## src/rtl/instruction_sequencer.sv

```systemverilog
// instruction_sequencer
// Program sequencer for the MiniCPU instruction path. It buffers a short
// program of {opcode, data} words that arrive over a valid/ready load port.
// On START it issues those words in order to the decoder over a valid/ready
// issue handshake.
//
// Build macro INVALID_TRAP_EN:
//   defined   - an opcode of 12..15 moves the sequencer into TRAP (ERR=1).
//               It stays there until PROG_CLR.
//   undefined - an opcode of 12..15 is skipped with a single bubble cycle.
//               ERR is tied low.
module instruction_sequencer #(
    parameter int DEPTH  = 16,
    parameter int DATA_W = 4
) (
    input  logic                     clk,
    input  logic                     rst_n,
    input  logic                     ld_valid,
    output logic                     ld_ready,
    input  logic [4+DATA_W-1:0]      ld_word,
    input  logic                     prog_clr,
    input  logic                     start,
    input  logic                     halt,
    output logic [3:0]               instruction,
    output logic [DATA_W-1:0]        data,
    output logic                     issue_valid,
    input  logic                     issue_ready,
    output logic                     busy,
    output logic                     done,
    output logic                     err,
    output logic [$clog2(DEPTH)-1:0] pc,
    output logic [$clog2(DEPTH):0]   len
);

    localparam int          AW        = $clog2(DEPTH);
    localparam int          WORD_W    = 4 + DATA_W;
    localparam logic [3:0]  LAST_OP   = 4'd11;
    localparam logic [AW:0] LEN_ONE   = (AW+1)'(1);
    localparam logic [AW:0] LEN_FULL  = (AW+1)'(DEPTH);
    localparam logic [AW-1:0] PC_ONE  = AW'(1);

    typedef enum logic [1:0] {
        S_IDLE,
        S_RUN,
        S_DONE
`ifdef INVALID_TRAP_EN
        ,
        S_TRAP
`endif
    } state_t;

    state_t              state;
    state_t              state_next;
    logic [AW-1:0]       pc_next;
    logic [AW:0]         len_next;
    logic                fetch;
    logic [AW-1:0]       fetch_idx;
    logic [AW-1:0]       pc_inc;
    logic [WORD_W-1:0]   rd_word;
    logic                ld_fire;
    logic                op_invalid;
    logic                at_last;
    logic [WORD_W-1:0]   mem [DEPTH];

    // Status outputs and helper terms decoded from the current registered state.
    always_comb begin
        busy        = (state == S_RUN);
        done        = (state == S_DONE);
        ld_ready    = (state == S_IDLE) && (len < LEN_FULL);
        op_invalid  = (instruction > LAST_OP);
        issue_valid = busy && !op_invalid;
        ld_fire     = ld_valid && ld_ready && !prog_clr;
        at_last     = ({1'b0, pc} == (len - LEN_ONE));
        pc_inc      = pc + PC_ONE;
`ifdef INVALID_TRAP_EN
        err         = (state == S_TRAP);
`else
        err         = 1'b0;
`endif
    end

    // Program store read port: it feeds the instruction/data registers.
    assign rd_word = mem[fetch_idx];

    // Next-state, PC, length and fetch control.
    // NOTE: every output of this block is given a default before the case
    // statement. As a result no path leaves a variable unassigned, and no
    // latch is inferred.
    always_comb begin
        state_next = state;
        pc_next    = pc;
        len_next   = len;
        fetch      = 1'b0;
        fetch_idx  = pc;
        case (state)
            S_IDLE: begin
                if (prog_clr) begin
                    len_next = '0;
                end else begin
                    if (ld_fire) begin
                        len_next = len + LEN_ONE;
                    end
                    if (start) begin
                        if (len != '0) begin
                            state_next = S_RUN;
                            pc_next    = '0;
                            fetch      = 1'b1;
                            fetch_idx  = '0;
                        end else begin
                            state_next = S_DONE;
                        end
                    end
                end
            end
            S_RUN: begin
                if (halt) begin
                    state_next = S_IDLE;
                    pc_next    = '0;
`ifdef INVALID_TRAP_EN
                end else if (op_invalid) begin
                    state_next = S_TRAP;
                end else if (issue_valid && issue_ready) begin
`else
                end else if (op_invalid || (issue_valid && issue_ready)) begin
`endif
                    if (at_last) begin
                        state_next = S_DONE;
                    end else begin
                        pc_next   = pc_inc;
                        fetch     = 1'b1;
                        fetch_idx = pc_inc;
                    end
                end
            end
            S_DONE: begin
                state_next = S_IDLE;
                pc_next    = '0;
            end
`ifdef INVALID_TRAP_EN
            S_TRAP: begin
                if (prog_clr) begin
                    state_next = S_IDLE;
                    len_next   = '0;
                    pc_next    = '0;
                end
            end
`endif
            default: begin
                state_next = S_IDLE;
            end
        endcase
    end

    // State register.
    // NOTE: sequential state uses non-blocking assignments. All registers then
    // update together at the edge, whatever order the blocks are evaluated in.
    always_ff @(posedge clk or negedge rst_n) begin
        if (!rst_n) begin
            state <= S_IDLE;
        end else begin
            state <= state_next;
        end
    end

    // PC, program length and the registered instruction/data presented downstream.
    always_ff @(posedge clk or negedge rst_n) begin
        if (!rst_n) begin
            pc          <= '0;
            len         <= '0;
            instruction <= '0;
            data        <= '0;
        end else begin
            pc  <= pc_next;
            len <= len_next;
            if (fetch) begin
                instruction <= rd_word[WORD_W-1 -: 4];
                data        <= rd_word[DATA_W-1:0];
            end
        end
    end

    // Program store write port: each accepted load word goes to mem[len].
    // NOTE: the program store has no reset. LEN marks which entries are
    // meaningful, so clearing the array would only add reset fan-out.
    always_ff @(posedge clk) begin
        if (ld_fire) begin
            mem[len[AW-1:0]] <= ld_word;
        end
    end

endmodule

```

## config.mk

```make
export PLATFORM = sky130hd
export DESIGN_NAME = instruction_sequencer
export DESIGN_NICKNAME = d
export VERILOG_FILES = /design/src/rtl/instruction_sequencer.sv
export SDC_FILE = /design/constraint.sdc
export NUM_CORES = 1
export LEC_CHECK = 0
export CELL_PAD_IN_SITES_DETAIL_PLACEMENT = 1
export CELL_PAD_IN_SITES_GLOBAL_PLACEMENT = 2
export CORE_MARGIN = 2
export CORE_UTILIZATION = 40
export CTS_CLUSTER_DIAMETER = 200
export DETAILED_ROUTE_END_ITERATION = 10
export GPL_TIMING_DRIVEN = 1
export PLACE_DENSITY = 0.78
export SETUP_SLACK_MARGIN = 0.2
export SYNTH_ARGS = -nofsm -noshare
export SYNTH_HDL_FRONTEND = slang
export SYNTH_SLANG_ARGS = --single-unit
export TNS_END_PERCENT = 100
```

## constraint.sdc

```tcl
create_clock -name clk -period 3.2 [get_ports clk]
set_clock_uncertainty 0.2 [all_clocks]
set_input_delay 0.8 -clock clk [delete_from_list [all_inputs] [get_ports clk]]
set_output_delay 0.8 -clock clk [all_outputs]
set_load 0.005 [all_outputs]
```

# Yosys cells after proc, flatten, opt, wreduce, memory -nomap -nowiden
# Memories as Yosys holds them, arrays and structs flattened. A register that Yosys moved wholly into a read port is not among the register bits.
# Index checks and enable logic that the tools add are counted.
[word_totals]
register_bits = 11
ram_bits = 128
in_bits = 15
output_inout_bits = 22
mem_count = 1
[op_classes]
addsub = 3
order_cmp = 2
eq_ne = 7
n_mux = 27
reduce_logical = 15
[memory_table]
columns = ["name", "words", "width", "read_ports", "rd_clocked_by_memory_dff", "write_ports", "line_no", "source"]
rows = [
  ["mem", 16, 8, 1, 1, 1, "63", "logic [WORD_W-1:0] mem [DEPTH];"],
]
[ops]
columns = ["operator", "count"]
rows = [
  ["4-bit two-way mux", 7],
  ["2-bit two-way mux", 6],
  ["4-bit case mux with 3 select lines", 1],
  ["5-bit two-way mux", 2],
  ["1-bit two-way mux", 8],
  ["4-bit case mux with 2 select lines", 1],
  ["3-bit by 2-bit inequality test with 1-bit output, second input constant", 2],
  ["5-bit by 1-bit adder with 5-bit output, second input constant", 1],
  ["4-bit by 5-bit equality test with 1-bit output", 1],
  ["1-bit logical AND", 5],
  ["5-bit < comparator, second input constant", 1],
  ["5-bit nonzero test", 1],
  ["5-bit by 1-bit subtractor with 5-bit output, second input constant", 1],
  ["4-bit by 1-bit adder with 4-bit output, second input constant", 1],
  ["4-bit greater-than comparator, second input constant", 1],
  ["2-bit inequality test, second input constant", 2],
  ["2-bit case mux with 2 select lines", 1],
  ["4-bit AND reduction", 1],
  ["1-bit zero test", 3],
  ["3-bit nonzero test", 1],
  ["2-bit by 1-bit equality test with 1-bit output, second input constant", 1],
  ["2-bit equality test, second input constant", 1],
  ["2-bit zero test", 1],
  ["1-bit case mux with 2 select lines", 1],
  ["other kinds (3)", 3],
]

# Depth between registers and ports, before layout
# Gate-level depths: netlist (run 1).
[logic_depth]
word_depth = 8
ltp_mapped = 13

# Least setup slack after synthesis (run 1)
# OpenSTA, ideal clock, no wires.
[synth_path]
path_type = "register to register"
startpoint = "reg len[0]"
endpoint = "reg data[1] (read register of mem)"
arrival_ps = 3032
path_slack_ps = -155
stages_incl_launch_ff = 13
path_buffers = 1
period_less_slack_ps = 3355
cell_sequence = "dfrtp_1 > inv_1 > ha_1 > or4b_4 > and3_4 > a311oi_2 > mux2_4 > nand2_4 > buf_6 > mux2i_1 > mux2i_1 > mux2_1 > o221a_2"
[synth_between]
elab_chain_len = 6
word_cells_on_any_way = 17
[synth_rtl]
columns = ["element", "line_no", "source"]
rows = [
  ["start, declared", "32", "output logic [$clog2(DEPTH):0] len"],
  ["start signal, assigned", "174", "len <= len_next;"],
  ["5-bit by 1-bit subtractor with 5-bit output", "73", "at_last = ({1'b0, pc} == (len - LEN_ONE));"],
  ["4-bit by 5-bit equality test with 1-bit output", "73", ""],
  ["4-bit two-way mux / 1-bit two-way mux (equally long branches)", "n/a", ""],
  ["4-bit two-way mux / 1-bit two-way mux (equally long branches)", "124", "end else if (op_invalid || (issue_valid && issue_ready)) begin"],
  ["4-bit two-way mux / 1-bit two-way mux (equally long branches)", "116", "if (halt) begin"],
  ["4-bit case mux with 2 select lines / 1-bit case mux with 2 select lines (equally long branches)", "95", "case (state)"],
  ["end, declared", "25", "output logic [DATA_W-1:0] data,"],
]
# Parallel ways exist; a longest one is shown, timed or not.
# A chain may end at the register's enable or synchronous reset.

# Worst setup path in the final report (run 1)
[layout_path]
startpoint = "reg len[1]"
endpoint = "reg data[3] (read register of mem)"
# The elaborated chain is that of the path after synthesis.

==> results.py, run 1 <==
metrics = {
    "floorplanning": {
        "die_h_um": 131,
        "die_w_um": 131,
        "core.rowCount": 46,
        "boundaryPins": 37,
        "dieArea_um2": 17200,
        "start_util": 0.408,
        "coreArea_um2": 15800,
    },
    "route": {
        "antenna_left": 0,
        "wl_met3_um": 695,
        "met2_length_um": 8660,
        "wl_met1_um": 7370,
        "viasPerCell": 5.22,
        "drt_iter0_markers": 278,
        "wl_per_cell_um": 22.5,
        "drc_errors": 0,
        "dr_total_vias": 4005,
        "drt-pass1-iter-count": 4,
        "wirelength_um": 17200,
        "routed.top_layer": "met4",
    },
    "pwr": {
        "p_sw_mw": 1.59,
        "p_comb_frac": 0.273,
        "leakage_nw": 3.44,
        "vdd_drop_max_mv": 0.388,
        "clkPwrFrac": 0.346,
        "pwr-share-seq": 0.381,
        "powerDensity_nw_per_um2": 689,
        "p_int_mw": 4.38,
        "switching_share": 0.266,
    },
    "global_route": {
        "overflow": 0,
        "antenna_found_initial": 0,
        "grt_max_degree": 20,
        "grt_pass1_wl_um": 25600,
        "track_usage": 0.212,
        "grt_pass1_vias": 4228,
    },
    "placed_design": {
        "pre_cts_ws_ps": -724,
        "dp_hpwl_um": 11300,
        "port_buffers": 35,
        "gp_congestion": 0.814,
    },
    "clock_network": {
        "clk_pin_slew_ps": 60,
        "clock-sinks": 147,
        "cts_tree": "done",
        "hold_buffers": 0,
        "ctsRootBufferMaster": "clkbuf_16",
        "clock_latency_ps": 420,
        "cts_made_buffers": 17,
        "clock_path_buffers": 2,
        "htreeDepth": 4,
    },
    "critical_path": {
        "cp-end-kind": "register",
        "critPathArrivalTime_ps": 3630,
        "required_ps": 3310,
        "crit_path_max_fanout": 8,
        "critical_path_class": "reg -> reg",
        "worstSetupStartpointType": "register",
    },
    "yosys": {
        "synthTopCellsByCount": "edfxtp_1, mux2i_1, nor2_1, dfrtp_1, o22ai_1",
        "synth_top_cell_by_area": "edfxtp_1",
        "netlist_area_um2": 6460,
        "synth_top_area_share": 0.595,
        "synth_edf_count": 128,
        "yosysSeqAreaShare": 0.668,
        "syn_avg_cell_area_um2": 15.8,
        "ys_types": 54,
        "synth_fp_nets": 432,
        "synthArstFlopShare": 0.129,
        "ys_seq_elements": 147,
        "synth-warning-count": 0,
        "yosysMostFrequentCell": "edfxtp_1",
        "syn_inst": 408,
        "synth_ff_type": "edfxtp_1",
        "netlist_top_cells_area": "edfxtp_1, mux2i_1, dfrtp_1",
    },
    "finish": {
        "fin_util": 0.548,
        "syn_to_final_growth_pct": 34.2,
        "antennaDiodeCount": 0,
        "nNetsFinal": 562,
        "layout-drive-gt1-share": 0.325,
    },
    "timing": {
        "fmax_mhz": 284,
        "fin_crit_sh": 1.10,
        "tightest_slew_ps": 827,
        "setup_ws_ps": -321,
        "fin_crit_ps": 3520,
        "tns_ps": -2180,
        "slew_violations": 0,
        "hold_viol": 0,
        "slew_headroom": 0.448,
        "setup_viol": 8,
        "rsz0062_at_grt": "yes",
    },
    "worst_hold_path": {
        "holdCritPathClass": "reg -> reg",
    },
    "run_status": {
        "violations": "negative setup slack",
        "status": "complete, but fails checks",
    },
    "job": {
        "cap_violations": 0,
    },
}
## cell usage in the layout (no fill, tap or decap), types with 3 or more instances in the layout
cell type / instances
ha_1: 8
mux2_4: 10
mux2i_1: 72
edfxtp_1: 128
nand2_1: 14
nand2b_1: 7
clkbuf_16: 17
mux2i_2: 6
clkinv_2: 3
o221a_4: 7
clkdlybuf4s50_1: 33
nor2_1: 23
or4_4: 7
clkinv_4: 3
o21ai_0: 8
xor2_1: 3
buf_16: 3
buf_4: 77
clkinv_1: 3
inv_1: 6
buf_6: 4
dfrtp_1: 18
o22ai_1: 16
bufinv_16: 4
buf_12: 5
a21oi_1: 4
## state kept, by name (all words and copies together), names as in the netlist
name         cells
data             4
pc               4
state            2
instruction      4
mem            128
len              5
## final timing paths
path	from	to	slack, ps	cells past startpoint
min	state[1]	state[1]	410	2
max	len[1]	data[3]	-320	14
min in group asynchronous	rst_n	len[3]	550	2
max in group asynchronous	rst_n	len[0]	2010	2
min reg2reg	state[1]	state[1]	410	2
max reg2reg	len[1]	data[3]	-320	14
## cell families (layout without fill, tap and decap cells)
kind of cell | after synthesis | in the layout | synth area share
buffers and inverters | 23 | 165 | 0.0246
DFF | 147 | 147 | 0.668
xor gates and xnor gates | 6 | 6 | 0.0105
muxes | 92 | 92 | 0.146
and+or+nand+nor | 73 | 73 | 0.0627
other | 1 | 1 | 0.000580
AOI/OAI and AO/OA | 57 | 58 | 0.0697
adders and majority gates | 9 | 9 | 0.0174
## metal layers
layer	GRT usage	up-vias
li1	-	1857
met1	0.268	2030
met2	0.353	94
met3	0.0414	24
met4	0.0957	0
met5	0	-
## power by group through the flow
stage                     Sequential, mW  Combinational, mW  Clock (mW)
after floorplan                     2.31              0.731           0
after global placement              2.30               1.37           0
after detailed placement            2.31               1.41           0
after CTS                           2.27               1.57        2.08
after global routing                2.28               1.75        2.17
final                               2.28               1.63        2.07
## final cells by class
| type | instances | area (um2) |
|---|---|---|
| Clock buffer | 17 | 425 |
| Fill cell | 1498 | 7150 |
| Clock inverter | 15 | 189 |
| Multi-Input combinational cell | 239 | 2270 |
| Inverter | 8 | 30.0 |
| Tap cell | 216 | 270 |
| Sequential cell | 147 | 4320 |
| Timing Repair Buffer | 125 | 1170 |
## metrics by stage
step | area [um2] | cells | power, mW | hold WS, ps
floorplan | 6590 | 408 | 3.04 | 304
detailed placement | 7650 | 714 | 3.72 | 397
global placement | 7650 | 714 | 3.67 | 393
finish | 8670 | 767 | 5.97 | 405
CTS | 8570 | 761 | 5.93 | 411
global route | 8670 | 767 | 6.20 | 428
## timing repair
item,CTS,global route
pin swaps,19,9
buffers inserted,11,6
endpoints found under the setup margin,9,9
resized for setup,30,11
gates cloned,4,0
## critical path, stage by stage (launching register included)
cell	delay, ps
dfrtp_1	390
inv_2	90
ha_4	130
or4b_4	460
and3_4	190
buf_12	130
a31oi_4	140
nor3b_4	250
a211oi_4	80
buf_6	150
buf_12	150
mux2i_2	180
o22ai_2	120
or4_4	600
o221a_4	140
No activity file was read; power rests on OpenSTA's default activity.
==> inputs of run 2 (changes only) <==
- CELL_PAD_IN_SITES_GLOBAL_PLACEMENT: 2 -> 1
- CORE_UTILIZATION: 40 -> 46
==> results.py, run 2 (synthesis gave the netlist of run 1 again) <==
metrics = {
    "run_status": {
        "status": "complete, but fails checks",
        "violations": "negative setup slack",
    },
    "placed_design": {
        "gp_congestion": 0.848,
        "port_buffers": 35,
        "dp_hpwl_um": 11500,
        "dpl_cell_area_um2": 7700,
        "pre_cts_ws_ps": -660,
    },
    "route": {
        "dr_total_vias": 4206,
        "drt-pass1-iter-count": 4,
        "viasPerCell": 5.78,
        "drc_errors": 0,
        "drt_iter0_markers": 280,
        "wirelength_um": 18700,
        "antenna_left": 0,
        "wl_per_cell_um": 25.6,
    },
    "pwr": {
        "switching_share": 0.264,
        "p_sw_mw": 1.63,
        "leakage_nw": 3.44,
        "clkPwrFrac": 0.367,
        "p_int_mw": 4.56,
        "powerDensity_nw_per_um2": 714,
        "power.total_mw": 6.19,
        "vdd_drop_max_mv": 0.406,
        "p_comb_frac": 0.264,
        "pwr-share-seq": 0.369,
    },
    "clock_network": {
        "hold_buffers": 0,
        "clock_latency_ps": 430,
        "ctsRootBufferMaster": "clkbuf_16",
        "clock_path_buffers": 2,
        "clock-sinks": 147,
        "clk_pin_slew_ps": 60,
        "cts_tree": "done",
        "cts_made_buffers": 17,
        "htreeDepth": 4,
    },
    "finish": {
        "antennaDiodeCount": 0,
        "stdcell_area_um2": 8680,
        "syn_to_final_growth_pct": 34.3,
        "largest_reg_flops": 128,
        "layout-drive-gt1-share": 0.323,
        "final_common_cell": "edfxtp_1",
        "fillCellCount": 1259,
        "layout_common_cells": "edfxtp_1, buf_4, mux2i_1, clkdlybuf4s50_1, nor2_1",
        "nNetsFinal": 559,
        "seq_area_um2": 4320,
        "multi_input_area_um2": 2270,
    },
    "critical_path": {
        "critical_path_class": "reg -> reg",
        "worstSetupStartpointType": "register",
        "worst-r2r-cell-count": 14,
        "critPathArrivalTime_ps": 3630,
        "crit_path_max_fanout": 6,
        "cp-end-kind": "register",
        "required_ps": 3320,
    },
    "floorplanning": {
        "dieArea_um2": 15000,
        "core.rowCount": 43,
        "die_h_um": 123,
        "start_util": 0.469,
        "boundaryPins": 37,
        "coreArea_um2": 13800,
        "die_w_um": 123,
    },
    "global_route": {
        "grt_pass1_wl_um": 27900,
        "grt_pass1_vias": 4528,
        "overflow": 0,
        "grt_max_degree": 20,
        "antenna_found_initial": 0,
        "track_usage": 0.264,
    },
    "timing": {
        "fmax_mhz": 285,
        "fin_crit_ps": 3510,
        "setup_viol": 8,
        "rsz0062_at_grt": "yes",
        "hold_viol": 0,
        "setup_ws_ps": -310,
        "slew_violations": 0,
        "fin_crit_sh": 1.10,
        "tightest_slew_ps": 854,
        "slew_headroom": 0.429,
    },
    "job": {
        "cap_violations": 0,
    },
    "worst_hold_path": {
        "holdCritPathClass": "reg -> reg",
        "hold_depth": 1,
    },
}
==> run 2: cell types whose count changed in the layout (fill, tap and decap cells not counted), sizes merged <==
cell | previous run | this run
bufinv | 4 | 6
nand2 | 16 | 17
a22o | 4 | 3
clkinvlp | 1 | 5
inv | 9 | 8
buf | 90 | 87
dlygate4sd2 | 1 | 0
clkbuf | 17 | 19
dlymetal6s2s | 1 | 2
clkinv | 9 | 2
==> run 2: layer usage <==
metal / track usage / part of all wire / vias to the layer above
met5: 0 / 0 / -
met4: 0.146 / 0.044 / 0
met3: 0.0590 / 0.054 / 59
met2: 0.425 / 0.49 / 165
met1: 0.330 / 0.41 / 2138
li1: - / - / 1844
==> run 2: power by group through the flow <==
stage	clock network, mW	registers (mW)	logic [mW]
6_report	2.27	2.29	1.63
5_1_grt	2.36	2.29	1.75
4_1_cts	2.30	2.28	1.55
3_5_place_dp	0	2.31	1.42
3_3_place_gp	0	2.30	1.38
2_1_floorplan	0	2.31	0.731
==> run 2: critical path, cell delays in order (launching register included) <==
cell      delay [ps]
dfrtp_2          410
inv_2             80
ha_4             130
or4b_4           490
and3_4           210
a31oi_4          170
nor2_2            80
a211oi_4         240
buf_6            170
buf_16           120
buf_12           130
mux2i_1          220
o22ai_1          120
or4_1            470
o211a_1          150
==> run 2: cell type report <==
| type | count | share of cell area |
|---|---|---|
| timing repair buffer | 122 | 0.133 |
| multi-input combinational | 239 | 0.262 |
| clock buffer | 19 | 0.0511 |
| sequential | 147 | 0.498 |
| inverter | 8 | 0.00346 |
| tap | 180 | 0.0260 |
| clock inverter | 13 | 0.0267 |
==> run 2: through the flow <==
step	util	setup TNS (ps)	hold slack (ps)	std cells
final	0.630	-2060	393	728
after global routing	0.630	-2840	408	728
after CTS	0.623	-1710	393	725
after detailed placement	0.559	-4660	375	683
after global placement	0.559	-4360	373	683
after floorplan	-	-524	304	408
==> run 2: final timing paths <==
| check | to | startpoint | slack, ps |
|---|---|---|---|
| setup / recovery | instruction[0] | len[0] | -310 |
| hold / removal | data[0] | data[0] | 390 |
| setup reg to reg | instruction[0] | len[0] | -310 |
| hold reg to reg | data[0] | data[0] | 390 |
| max in group asynchronous | len[0] | rst_n | 2040 |
| min in group asynchronous | len[3] | rst_n | 520 |
==> run 2: repair_timing <==
item                       in CTS  in global routing
setup endpoints to repair       9                 10
pin swaps                       6                  0
buffers inserted                8                  3
cloned                          2                  0
gates resized for setup        22                 19
